<file path="config.mk">
export PLATFORM = sky130hd
export DESIGN_NAME = branch_hazard_ctrl
export DESIGN_NICKNAME = d
export VERILOG_FILES = /design/src/rtl/rv32_pipe_pkg.sv /design/src/rtl/reg_hazard_match.sv /design/src/rtl/branch_hazard_ctrl.sv
export SDC_FILE = /design/constraint.sdc
export NUM_CORES = 1
export LEC_CHECK = 0
export CAP_MARGIN = 20
export CORE_MARGIN = 2
export CORE_UTILIZATION = 25
export DETAILED_ROUTE_END_ITERATION = 7
export DONT_BUFFER_PORTS = 1
export GPL_TIMING_DRIVEN = 0
export PLACE_DENSITY_LB_ADDON = 0.12
export SKIP_CTS_REPAIR_TIMING = 1
export SYNTH_ARGS = -nofsm -noshare
export SYNTH_HDL_FRONTEND = slang
export SYNTH_SLANG_ARGS = --single-unit
</file>
<file path="constraint.sdc">
create_clock -name clk -period 2.7 [get_ports clk]
set_input_delay 0.27 -clock clk [delete_from_list [all_inputs] [get_ports clk]]
set_output_delay 0.27 -clock clk [all_outputs]
set_load 0.02 [all_outputs]
</file>
<file path="src/rtl/rv32_pipe_pkg.sv">
// Shared definitions for the RV32I five-stage pipeline control blocks.
package rv32_pipe_pkg;

  localparam int REG_ADDR_WIDTH = 5;

  typedef enum logic [1:0] {
    RUN     = 2'd0,
    HOLD    = 2'd1,
    RESOLVE = 2'd2
  } bhcState_t;

  // Cycles a branch in ID must wait before forwarding can supply its operand.
  localparam logic [1:0] STALL_NONE     = 2'd0;
  localparam logic [1:0] STALL_LOAD_EX  = 2'd2;
  localparam logic [1:0] STALL_ALU_EX   = 2'd1;
  localparam logic [1:0] STALL_LOAD_MEM = 2'd1;

  function automatic logic [1:0] maxStall(input logic [1:0] a, input logic [1:0] b);
    return (a > b) ? a : b;
  endfunction

endpackage

</file>
<file path="src/rtl/reg_hazard_match.sv">
// Combinational RAW hit test: a producer hits a source operand when it writes
// a non-zero destination equal to that operand.
module reg_hazard_match #(
  parameter int REG_ADDR_WIDTH = rv32_pipe_pkg::REG_ADDR_WIDTH
) (
  input  logic                      regWrite,
  input  logic [REG_ADDR_WIDTH-1:0] rd,
  input  logic [REG_ADDR_WIDTH-1:0] rs,
  output logic                      hit
);

  assign hit = regWrite && (rd != '0) && (rd == rs);

endmodule

</file>
<file path="src/rtl/branch_hazard_ctrl.sv">
// ID-stage branch/JALR hazard sequencer: stalls until operands can be forwarded,
// then flushes the wrong-path fetch on a taken outcome. `BHC_PERF_EN adds counters.
module branch_hazard_ctrl #(
  parameter int REG_ADDR_WIDTH = rv32_pipe_pkg::REG_ADDR_WIDTH
) (
  input  logic                      clk,
  input  logic                      rst,
  input  logic                      freeze,
  input  logic                      id_is_branch,
  input  logic                      id_is_jalr,
  input  logic                      id_taken,
  input  logic [REG_ADDR_WIDTH-1:0] ifid_rs1,
  input  logic [REG_ADDR_WIDTH-1:0] ifid_rs2,
  input  logic                      idex_RegWrite,
  input  logic                      idex_MemRead,
  input  logic [REG_ADDR_WIDTH-1:0] idex_rd,
  input  logic                      exmem_RegWrite,
  input  logic                      exmem_MemRead,
  input  logic [REG_ADDR_WIDTH-1:0] exmem_rd,
  output logic                      pc_write,
  output logic                      ifid_write,
  output logic                      idex_bubble,
  output logic                      ifid_flush,
`ifdef BHC_PERF_EN
  output logic [31:0]               perf_stall_cycles,
  output logic [31:0]               perf_flushes,
`endif
  output logic                      stall_active
);

  import rv32_pipe_pkg::*;

  bhcState_t  state;
  logic [1:0] cnt;
  logic       exHit1, exHit2, memHit1, memHit2;
  logic       isCtl, useRs2;
  logic [1:0] needCnt;
  logic       stallReq, resolveNow;

  reg_hazard_match #(.REG_ADDR_WIDTH(REG_ADDR_WIDTH)) u_exRs1 (
    .regWrite(idex_RegWrite), .rd(idex_rd), .rs(ifid_rs1), .hit(exHit1));
  reg_hazard_match #(.REG_ADDR_WIDTH(REG_ADDR_WIDTH)) u_exRs2 (
    .regWrite(idex_RegWrite), .rd(idex_rd), .rs(ifid_rs2), .hit(exHit2));
  reg_hazard_match #(.REG_ADDR_WIDTH(REG_ADDR_WIDTH)) u_memRs1 (
    .regWrite(exmem_RegWrite), .rd(exmem_rd), .rs(ifid_rs1), .hit(memHit1));
  reg_hazard_match #(.REG_ADDR_WIDTH(REG_ADDR_WIDTH)) u_memRs2 (
    .regWrite(exmem_RegWrite), .rd(exmem_rd), .rs(ifid_rs2), .hit(memHit2));

  assign isCtl  = id_is_branch | id_is_jalr;
  assign useRs2 = id_is_branch & ~id_is_jalr;

  always_comb begin
    // NOTE: every always_comb output gets a default first so no path infers a latch.
    needCnt    = STALL_NONE;
    stallReq   = 1'b0;
    resolveNow = 1'b0;
    if (isCtl) begin
      if (exHit1 || (useRs2 && exHit2))
        needCnt = idex_MemRead ? STALL_LOAD_EX : STALL_ALU_EX;
      if ((memHit1 || (useRs2 && memHit2)) && exmem_MemRead)
        needCnt = maxStall(needCnt, STALL_LOAD_MEM);
    end
    unique case (state)
      RUN: begin
        stallReq   = (needCnt != STALL_NONE);
        resolveNow = isCtl && (needCnt == STALL_NONE);
      end
      HOLD:    stallReq   = 1'b1;
      RESOLVE: resolveNow = 1'b1;
      default: ;
    endcase
  end

  // Freeze masks every enable, including the controller's own stall report.
  assign pc_write     = ~freeze & ~stallReq;
  assign ifid_write   = ~freeze & ~stallReq;
  assign idex_bubble  = ~freeze &  stallReq;
  assign stall_active = ~freeze &  stallReq;
  assign ifid_flush   = ~freeze &  resolveNow & id_taken;

  always_ff @(posedge clk or posedge rst) begin
    // NOTE: sequential state uses non-blocking assignments only.
    if (rst) begin
      state <= RUN;
      cnt   <= 2'd0;
    end else if (!freeze) begin
      unique case (state)
        RUN: begin
          if (stallReq) begin
            cnt   <= needCnt - 2'd1;
            state <= (needCnt > 2'd1) ? HOLD : RUN;
          end
        end
        HOLD: begin
          if (cnt != 2'd0) cnt <= cnt - 2'd1;
          if (cnt <= 2'd1) state <= RESOLVE;
        end
        RESOLVE: state <= RUN;
        default: state <= RUN;
      endcase
    end
  end

`ifdef BHC_PERF_EN
  always_ff @(posedge clk or posedge rst) begin
    if (rst) begin
      perf_stall_cycles <= 32'd0;
      perf_flushes      <= 32'd0;
    end else begin
      if (stall_active && (perf_stall_cycles != 32'hFFFF_FFFF))
        perf_stall_cycles <= perf_stall_cycles + 32'd1;
      if (ifid_flush && (perf_flushes != 32'hFFFF_FFFF))
        perf_flushes <= perf_flushes + 32'd1;
    end
  end
`endif

endmodule

</file>
==> results of run 1 <==
==> routing by layer <==
layer / global-route usage (%) / up-vias
li1: - / 277
met5: 0 / -
met1: 11.9 / 246
met2: 18.1 / 32
met3: 4.44 / 2
met4: 5.13 / 0
==> state kept, by name, summed over array words and instances (netlist names) <==
register / flops
cnt: 2
state: 2
==> power by group through the flow <==
stage	logic [mW]	clock network, mW	registers (mW)
2_1_floorplan	0.0589	0	0.0755
6_report	0.0713	0.0718	0.0777
3_3_place_gp	0.0684	0	0.0788
5_1_grt	0.0805	0.0830	0.0788
3_5_place_dp	0.0688	0	0.0786
4_1_cts	0.0691	0.0751	0.0778
==> metrics by stage <==
stage | cells | setup WS [ns] | area [um^2] | hold slack (ns) | setup TNS, ns
global placement | 107 | -0.310 | 658 | 0.0491 | -0.571
global route | 111 | 0.00567 | 721 | 0.134 | 0
floorplan | 77 | 0.00885 | 621 | 0.0361 | 0
detailed placement | 107 | -0.315 | 658 | 0.0478 | -0.559
CTS | 110 | -0.0738 | 681 | -0.201 | -0.157
finish | 111 | 0.149 | 721 | 0.141 | 0
==> cell usage in the layout (no fill, tap or decap), types with 2 or more instances in the layout <==
| cell type | count |
|---|---|
| a21oi_2 | 2 |
| ha_1 | 4 |
| nor3_1 | 3 |
| dfrtp_1 | 4 |
| clkbuf_4 | 3 |
| xor2_1 | 13 |
| nor2_1 | 7 |
| inv_1 | 5 |
| o21ai_2 | 2 |
| nand3_1 | 2 |
| or3_1 | 3 |
| xnor2_1 | 7 |
| nand2_1 | 4 |
==> logic make-up (layout without fill, tap and decap cells) <==
group | Yosys count | in the layout | synth area share, %
AO/OA/AOI/OAI | 12 | 12 | 14.0
XOR/XNOR | 20 | 20 | 28.3
adder cells (fa/ha/maj) | 4 | 4 | 8.10
buffers and inverters | 7 | 11 | 5.47
AND/OR/NAND/NOR | 30 | 30 | 27.9
flip-flops | 4 | 4 | 16.2
==> layout make-up <==
| class | count | area [um^2] | area share, % |
|---|---|---|---|
| clock buffer | 3 | 22.5 | 3.13 |
| timing repair buffer | 1 | 10.0 | 1.39 |
| sequential | 4 | 100 | 13.9 |
| buffer | 2 | 18.8 | 2.60 |
| multi-input combinational | 66 | 513 | 71.2 |
| inverter | 5 | 18.8 | 2.60 |
| tap | 30 | 37.5 | 5.21 |
==> how the worst min path moves through the flow <==
| stage | startpoint | endpoint | cells past startpoint |
|---|---|---|---|
| finish | freeze | state[1] | 1 |
| global route | freeze | state[1] | 1 |
| CTS | rst | state[0] | 1 |
| detailed placement | rst | cnt[1] | 1 |
| global placement | rst | state[0] | 1 |
| floorplan | rst | cnt[0] | 1 |
==> metrics.md, run 1 <==
| Metric | Value |
|---|---|
| Status | finished clean |
| Ranking of synthesized cells by area | xor2_1 (18%), dfrtp_1 (16%), xnor2_1 (9.9%), ha_1 (8.1%), nor2_1 (4.3%) |
| Initial Utilization | 25.6% |
| Global-route wire length before repair | 2260 um |
| Sw frac | 30.0% |
| Final nets | 117 |
| Cells after synthesis | 77 |
| Dominant synthesized flop cell | dfrtp_1 |
| Fraction of layout cells with a size suffix above 1 | 18.5% |
| Register bit total from synthesis | 4 |
| Slew headroom | 63.9% |
| Yosys top cell by area | xor2_1 |
| Clk slew on worst S/H paths | 0.04 ns |
| Number of enable flip-flop cells after synthesis | 0 |
| Post-synth top area share | 18.4% |
| Worst-Skew Late Latency | 0.23 ns |
| Clk buf depth | 2 |
| Avg Cell Area, Syn | 8.03 um^2 |
| Crit path capture | stall_active |
| Fill count | 256 |
| Worst stage delay on the critical path | 0.54 ns |
| CTS tree | yes |
| Period utilization | 94.5% |
| Area grow syn2layout | 16.6% |
| Highest achievable clock rate | 392 MHz |
| Reg2reg path depth | 6 |
| GR Overflow Total | 0 |
| Worst-Margin Slew | 0.541 ns |
| Clock power frac | 32.5% |
| Top routing layer in use | met4 |
| Critical Path AT | 2.28 ns |
| Synth unique cells | 30 |
| Crit path buf inv count | 2 |
| Comb power frac | 32.3% |
| Register area share after synthesis | 16.2% |
| Initial antenna violation count | 0 |
| Die Width | 53.7 um |
| P_sw | 0.0662 mW |
| Num CTS Buffers | 3 |
| Final RePlAce weighted congestion | 0.670 |
| Row cnt | 18 |
| Met3 wire len | 137 um |
| Diode count | 0 |
| Antenna Violating Nets Remaining | 0 |
| Metal1 wirelength | 518 um |
| Post-DP HPWL | 1200 um |
| Setup crit end kind | primary output |
| R2R Path Start | state[0] |
| Routed via count | 557 |
| Final min period | 2.55 ns |
| WP data required | 2.43 ns |
| Initial DRC count | 3 |
| Critical-path top delay cell | or4_1 |
| Clk root buf | clkbuf_4 |
| Mapped cell area | 618 um^2 |
| Setup CP Type | in -> out |
| Cell Chain, Critical Path | or4_1, o21ai_2, o221ai_1, a21oi_2, inv_1, ha_1, a21oi_2, nor2b_4, buf_6 |
| Levels on crit path | 9 |
| Pleak | 0.257 nW |
| Die area | 2890 um^2 |
| Worst Clk Skew | 0.00253 ns |
| Reg2Reg Setup Slack | 1.07 ns |
| Fin. Hold Viols | 0 |
| H-tree depth | 1 |
| DR WL/cell | 12.5 um |
| Largest net degree at the start of global routing | 7 |
| Maximum vdd drop | 0.000186 V |
| Total Routing Usage GR | 10.9% |
| Die Y | 53.7 um |
| Seq pwr share | 35.2% |
| I/O Buffers | 0 |
| Crit-path leading delay family | simple AND/OR/NAND/NOR gates |
| Core area | 2410 um^2 |
| Yosys warns | 0 |
| Final Max Slew Viols | 0 |
| Drt pass-1 iters | 4 |
| Unrepaired setup endpoints after global routing | no |
| Vias in the first global route | 601 |
| Type of origin of the critical path | input pin |
| Async SR Flop Fraction | 100% |
| Most common cell in the netlist | xor2_1 |
| Max cap viols | 0 |
| Pwr Density | 306 nW/um^2 |
| WL final | 1390 um |
| Worst Setup SP | idex_rd[4] |
| Worst min path class | in -> reg |
| I/O Pins | 35 |
| Met2 WL | 719 um |
| Sink Count | 4 |
| Routed vias/inst | 5.02 |
| Final setup fails | 0 |
| CP max FO | 5 |
| DRC Markers | 0 |
| RR Endpoint | cnt[0] |
| Internal | 0.155 mW |
| Synth top cells by count | xor2_1 (13), nor2_1 (7), xnor2_1 (7), inv_1 (5), nand2_1 (5) |
| CP most frequent cell | a21oi_2 |
| Total chip power | 0.221 mW |
| Post-layout util | 29.9% |
| Synth Net Count | 111 |
No activity file was read; power rests on OpenSTA's default activity.
==> run 2, diff against run 1 <==
BUFFER_PORTS_ARGS = -buffer_cell sky130_fd_sc_hd__buf_4   (was default)
DONT_BUFFER_PORTS = default   (was 1)
PLACE_DENSITY_LB_ADDON = default   (was 0.12)
==> run 2 against run 1 <==
Compared with the run above: wire length increased by 18%; sequential power fell by 1%; critical endpoint unchanged; non-clock buffer count grew 37; highest routed layer is now met3.
==> metrics.md, run 2 (synthesized netlist as in run 1, its figures left out) <==
| Metric | Value |
|---|---|
| I/O Pins | 35 (unchanged) |
| WHS | 0.290 ns (was 0.141 ns) |
| Met2 WL | 856 um (was 719 um) |
| DRC Markers | 0 (unchanged) |
| Initial Utilization | 25.6% (unchanged) |
| Num CTS Buffers | 3 (unchanged) |
| Met3 wire len | 122 um (was 137 um) |
| Critical Path AT | 2.30 ns (was 2.28 ns) |
| Type of origin of the critical path | input pin (unchanged) |
| I/O Buffers | 34 (was 0) |
| Clk buf depth | 2 (unchanged) |
| Worst-Skew Late Latency | 0.23 ns (about the same) |
| Global-route wire length before repair | 2800 um (was 2260 um) |
| Fill count | 241 (was 256) |
| Critical-path top delay cell | or3_1 (was or4_1) |
| Metal1 wirelength | 664 um (was 518 um) |
| Die Width | 53.7 um (unchanged) |
| Pleak | 0.439 nW (was 0.257 nW) |
| DP Area | 913 um^2 (was 658 um^2) |
| Cell Chain, Critical Path | buf_4, xor2_1, nor4_2, a22oi_2, or3_1, a21oi_2, inv_1, ha_2, a21oi_2, nor2b_4, buf_6, buf_4 (was or4_1, o21ai_2, o221ai_1, a21oi_2, inv_1, ha_1, a21oi_2, nor2b_4, buf_6) |
| Worst-Margin Slew | 0.316 ns (was 0.541 ns) |
| Routed via count | 685 (was 557) |
| Largest regs | cnt (2), state (2) (unchanged) |
| Final Max Slew Viols | 0 (unchanged) |
| Crit-path leading delay family | simple AND/OR/NAND/NOR gates (unchanged) |
| CP max FO | 5 (unchanged) |
| Commonest non-fill, non-tap cell in the layout | buf_4 (was xor2_1) |
| Post-layout util | 42.1% (was 29.9%) |
| Final nets | 154 (was 117) |
| Setup CP Type | in -> out (unchanged) |
| Initial DRC count | 6 (was 3) |
| Setup crit end kind | primary output (unchanged) |
| Crit path buf inv count | 4 (was 2) |
| Placed cells | 141 (was 107) |
| Fin. Hold Viols | 0 (unchanged) |
| Clock power frac | 27.4% (was 32.5%) |
| Vias in the first global route | 699 (was 601) |
| Worst Clk Skew | 0.00311 ns (was 0.00253 ns) |
| Initial antenna violation count | 0 (unchanged) |
| WP data required | 2.43 ns (about the same) |
| Worst min path class | in -> reg (unchanged) |
| Die area | 2890 um^2 (unchanged) |
| Final min period | 2.57 ns (was 2.55 ns) |
| CTS tree | yes (unchanged) |
| Seq pwr share | 27.7% (was 35.2%) |
| Die Y | 53.7 um (unchanged) |
| Row cnt | 18 (unchanged) |
| Area grow syn2layout | 64.2% (was 16.6%) |
| Status | finished clean (unchanged) |
| Worst stage delay on the critical path | 0.33 ns (was 0.54 ns) |
| Period utilization | 95.4% (was 94.5%) |
| Routed vias/inst | 4.63 (was 5.02) |
| Most frequent cells in the layout | buf_4 (38), xor2_1 (13), nor2_1 (7), xnor2_1 (7) (was xor2_1 (13), nor2_1 (7), xnor2_1 (7)) |
| Internal | 0.187 mW (was 0.155 mW) |
| Final setup fails | 0 (unchanged) |
| Fraction of layout cells with a size suffix above 1 | 45.8% (was 18.5%) |
| Non-filler instance count after layout | 148 (was 111) |
| Top routing layer in use | met3 (was met4) |
| Pwr Density | 273 nW/um^2 (was 306 nW/um^2) |
| Antenna Violating Nets Remaining | 0 (unchanged) |
| Sw frac | 32.6% (was 30.0%) |
| Largest net degree at the start of global routing | 7 (unchanged) |
| H-tree depth | 1 (unchanged) |
| Diode count | 0 (unchanged) |
| Sink Count | 4 (unchanged) |
| Post-DP HPWL | 1440 um (was 1200 um) |
| Core area | 2410 um^2 (unchanged) |
| Final instance area | 1010 um^2 (was 721 um^2) |
| Max cap viols | 0 (unchanged) |
| Clk root buf | clkbuf_4 (unchanged) |
| P_sw | 0.0904 mW (was 0.0662 mW) |
| Highest achievable clock rate | 388 MHz (was 392 MHz) |
| WL final | 1640 um (was 1390 um) |
| Clk slew on worst S/H paths | 0.04 ns (about the same) |
| Slew headroom | 78.6% (was 63.9%) |
| Final RePlAce weighted congestion | 0.749 (was 0.670) |
| Maximum vdd drop | 0.000138 V (was 0.000186 V) |
| DR WL/cell | 11.1 um (was 12.5 um) |
| Drt pass-1 iters | 3 (was 4) |
| Total Routing Usage GR | 13.0% (was 10.9%) |
| Comb power frac | 45.0% (was 32.3%) |
| GR Overflow Total | 0 (unchanged) |
==> run 2: layout make-up <==
class                   count  area (um^2)  share of cell area [%]
repair buffers             38          288                    28.4
flip-flops and latches      4          100                    9.86
multi-input cells          66          529                    52.2
inverters                   5         18.8                    1.85
plain buffers               2         18.8                    1.85
well taps                  30         37.5                    3.70
clock buffers               3         22.5                    2.22
==> run 2: worst paths after layout <==
| kind | start | to | slack [ns] | cells after the start |
|---|---|---|---|---|
| min in group asynchronous | rst | state[0] | 0.47 | 3 |
| worst max register to register | state[0] | cnt[0] | 1.17 | 6 |
| worst max-delay path | idex_rd[2] | stall_active | 0.13 | 12 |
| worst min-delay path | freeze | state[1] | 0.29 | 2 |
| max in group asynchronous | rst | cnt[0] | 2.07 | 3 |
| worst min register to register | cnt[0] | cnt[0] | 0.56 | 2 |
==> run 2: metrics by stage <==
stage	worst slack, ns	total power, mW	TNS [ns]
2_1_floorplan	0.00885	0.134	0
3_3_place_gp	-0.188	0.192	-0.300
3_5_place_dp	-0.248	0.196	-0.478
4_1_cts	-0.106	0.276	-0.128
5_1_grt	-0.0148	0.298	-0.0148
6_report	0.126	0.277	0
==> run 2: layer usage <==
layer  vias to the layer above  global-route usage (%)
met5                         -                       0
met4                         0                    5.13
met3                         0                    1.11
met2                        29                    25.2
met1                       305                    14.1
li1                        351                       -
==> run 2: power by group through the flow <==
stage | Clock [mW] | Sequential, mW | Combinational [mW]
finish | 0.0759 | 0.0766 | 0.125
CTS | 0.0806 | 0.0772 | 0.118
floorplan | 0 | 0.0755 | 0.0589
global route | 0.0816 | 0.0777 | 0.139
global placement | 0 | 0.0776 | 0.115
detailed placement | 0 | 0.0771 | 0.118
==> run 2: worst register-to-register path: stages (launching register included) <==
cell      delay (ns)
dfrtp_1         0.43
inv_1           0.08
a21oi_2         0.16
nor2b_4         0.22
nand2_1         0.12
or3_1           0.35
o211ai_1        0.08
==> run 3, diff against run 2 <==
--- a/config.mk
+++ b/config.mk
@@ -7,5 +7,5 @@
 export LEC_CHECK = 0
 export BUFFER_PORTS_ARGS = -buffer_cell sky130_fd_sc_hd__buf_4
-export CAP_MARGIN = 20
+export CAP_MARGIN = 10
 export CORE_MARGIN = 2
 export CORE_UTILIZATION = 25
==> constraint.sdc (replaced) <==
create_clock -name clk -period 2.7 [get_ports clk]
set_input_delay 0.405 -clock clk [delete_from_list [all_inputs] [get_ports clk]]
set_output_delay 0.405 -clock clk [all_outputs]
set_load 0.02 [all_outputs]
==> run 3 against run 2 <==
Compared with the run above: the flow now finishes with violations (negative setup slack); total power rose by 4.7%; combinational power rose by 10%; non-clock buffer count rose by 2; sequential power rose by 1%; critical endpoint unchanged; largest power group unchanged.
==> metrics.md, run 3 (synthesized netlist as in run 1, its figures left out) <==
| Metric | Value |
|---|---|
| Non-filler instance count after layout | 150 (was 148) |
| GR Util met2 | 21.3% (was 25.2%) |
| Routed via count | 702 (was 685) |
| Global-route wire length before repair | 2440 um (was 2800 um) |
| Final instance area | 1110 um^2 (was 1010 um^2) |
| Sink Count | 4 (unchanged) |
| Fin worst setup slack | -0.158 ns (was 0.126 ns) |
| Vias in the first global route | 607 (was 699) |
| Area grow syn2layout | 79.6% (was 64.2%) |
| Global-route track usage on met3 | 3.33% (was 1.11%) |
| Met1 usage | 13.3% (was 14.1%) |
| Die Width | 53.7 um (unchanged) |
| Highest achievable clock rate | 350 MHz (was 388 MHz) |
| I/O Pins | 35 (unchanged) |
| Fill count | 237 (was 241) |
| Post-DP HPWL | 1390 um (was 1440 um) |
| Type of origin of the critical path | input pin (unchanged) |
| Final Max Slew Viols | 0 (unchanged) |
| I/O Buffers | 34 (unchanged) |
| Reg2Reg Setup Slack | 1.01 ns (was 1.17 ns) |
| Most frequent cells in the layout | buf_4 (35), xor2_1 (11), xnor2_1 (7) (was buf_4 (38), xor2_1 (13), nor2_1 (7), xnor2_1 (7)) |
| Maximum vdd drop | 0.000256 V (was 0.000138 V) |
| Die Y | 53.7 um (unchanged) |
| Fraction of layout cells with a size suffix above 1 | 53.3% (was 45.8%) |
| Drt pass-1 iters | 3 (unchanged) |
| CTS tree | yes (unchanged) |
| Period utilization | 106% (was 95.4%) |
| Num CTS Buffers | 3 (unchanged) |
| Critical Path AT | 2.45 ns (was 2.30 ns) |
| Final min period | 2.86 ns (was 2.57 ns) |
| WP data required | 2.30 ns (was 2.43 ns) |
| Die area | 2890 um^2 (unchanged) |
| Unrepaired setup endpoints after global routing | yes |
| Largest net degree at the start of global routing | 7 (unchanged) |
| Initial DRC count | 7 (was 6) |
| Worst Clk Skew | 0.00791 ns (was 0.00311 ns) |
| Initial antenna violation count | 0 (unchanged) |
| Final setup fails | 5 (was 0) |
| Slew headroom | 78.2% (was 78.6%) |
| Reg2reg path depth | 7 (was 6) |
| Total Routing Usage GR | 11.3% (was 13.0%) |
| Pwr Density | 261 nW/um^2 (was 273 nW/um^2) |
| Clk buf depth | 2 (unchanged) |
| Clk root buf | clkbuf_4 (unchanged) |
| Setup CP Type | in -> out (unchanged) |
| Max cap viols | 0 (unchanged) |
| CP max FO | 4 (was 5) |
| Final nets | 156 (was 154) |
| Commonest non-fill, non-tap cell in the layout | buf_4 (unchanged) |
| Core area | 2410 um^2 (unchanged) |
| DR WL/cell | 11.8 um (was 11.1 um) |
| WHS | 0.0486 ns (was 0.290 ns) |
| Failing checks | negative setup slack |
| Largest regs | cnt (2), state (2) (unchanged) |
| Fin. Hold Viols | 0 (unchanged) |
| DRC Markers | 0 (unchanged) |
| DP Area | 925 um^2 (was 913 um^2) |
| H-tree depth | 1 (unchanged) |
| Clk slew on worst S/H paths | 0.04 ns (about the same) |
| WL final | 1780 um (was 1640 um) |
| Worst-Skew Late Latency | 0.23 ns (about the same) |
| Status | complete, but fails checks (was finished clean) |
| Row cnt | 18 (unchanged) |
| GR peak layer | met2 (unchanged) |
| GR Overflow Total | 0 (unchanged) |
| Pleak | 0.468 nW (was 0.439 nW) |
| Diode count | 0 (unchanged) |
| Routed vias/inst | 4.68 (was 4.63) |
| Worst-Margin Slew | 0.322 ns (was 0.316 ns) |
| Worst min path class | in -> async (was in -> reg) |
| Placed cells | 141 (unchanged) |
| Setup crit end kind | primary output (unchanged) |
| Post-layout util | 46.1% (was 42.1%) |
| Initial Utilization | 25.6% (unchanged) |
| Final RePlAce weighted congestion | 0.816 (was 0.749) |
| Antenna Violating Nets Remaining | 0 (unchanged) |
==> run 3: changes by cell type in the layout (fill, tap and decap cells not counted), moves of 2 or more <==
cell	before	now
a21oi_4	0	2
buf_4	38	35
a21oi_2	2	0
buf_6	1	6
xor2_1	13	11
xor2_2	0	2
==> run 3: path summary, 6_finish.rpt <==
kind | startpoint | end
setup / recovery | ifid_rs2[1] | stall_active
hold / removal | rst | state[1]
setup reg to reg | state[0] | cnt[0]
hold reg to reg | cnt[1] | cnt[1]
max in group asynchronous | rst | cnt[1]
min in group clk | freeze | state[1]
==> run 3: stage by stage <==
step           TNS [ns]  power (mW)  worst slack [ns]
6_report         -0.413       0.290            -0.158
5_1_grt           -1.10       0.312            -0.276
4_1_cts          -0.901       0.274            -0.291
3_5_place_dp      -1.21       0.198            -0.317
3_3_place_gp      -1.13       0.194            -0.285
2_1_floorplan   -0.0245       0.135           -0.0245
==> run 3: final cells by class <==
class	instances	area [um^2]	area share, %
Clock buffer	3	22.5	2.03
Tap cell	30	37.5	3.38
Buffer	2	18.8	1.69
Timing Repair Buffer	40	327	29.4
Inverter	5	18.8	1.69
Sequential cell	4	100	9.02
Multi-Input combinational cell	66	586	52.8
==> run 3: power breakdown <==
part | internal [mW] | switching (mW)
Combinational | 0.0756 | 0.0627
Clock | 0.0497 | 0.0244
Sequential | 0.0687 | 0.00876
Total | 0.194 | 0.0959
==> run 3: critical path: stages <==
cell	delay (ns)
buf_8	0.10
xor2_2	0.16
nor4_2	0.31
a22oi_2	0.12
or3_4	0.41
a21oi_4	0.16
inv_2	0.07
ha_4	0.16
a21oi_4	0.13
nor2b_4	0.22
buf_6	0.11
buf_6	0.10
==> run 3: routing by layer <==
layer	routed length, um	vias to the layer above	share of wire, %
met5	0	-	0
met1	681	316	38
met2	941	32	53
met4	0	0	0
met3	154	0	8.7
li1	-	354	-
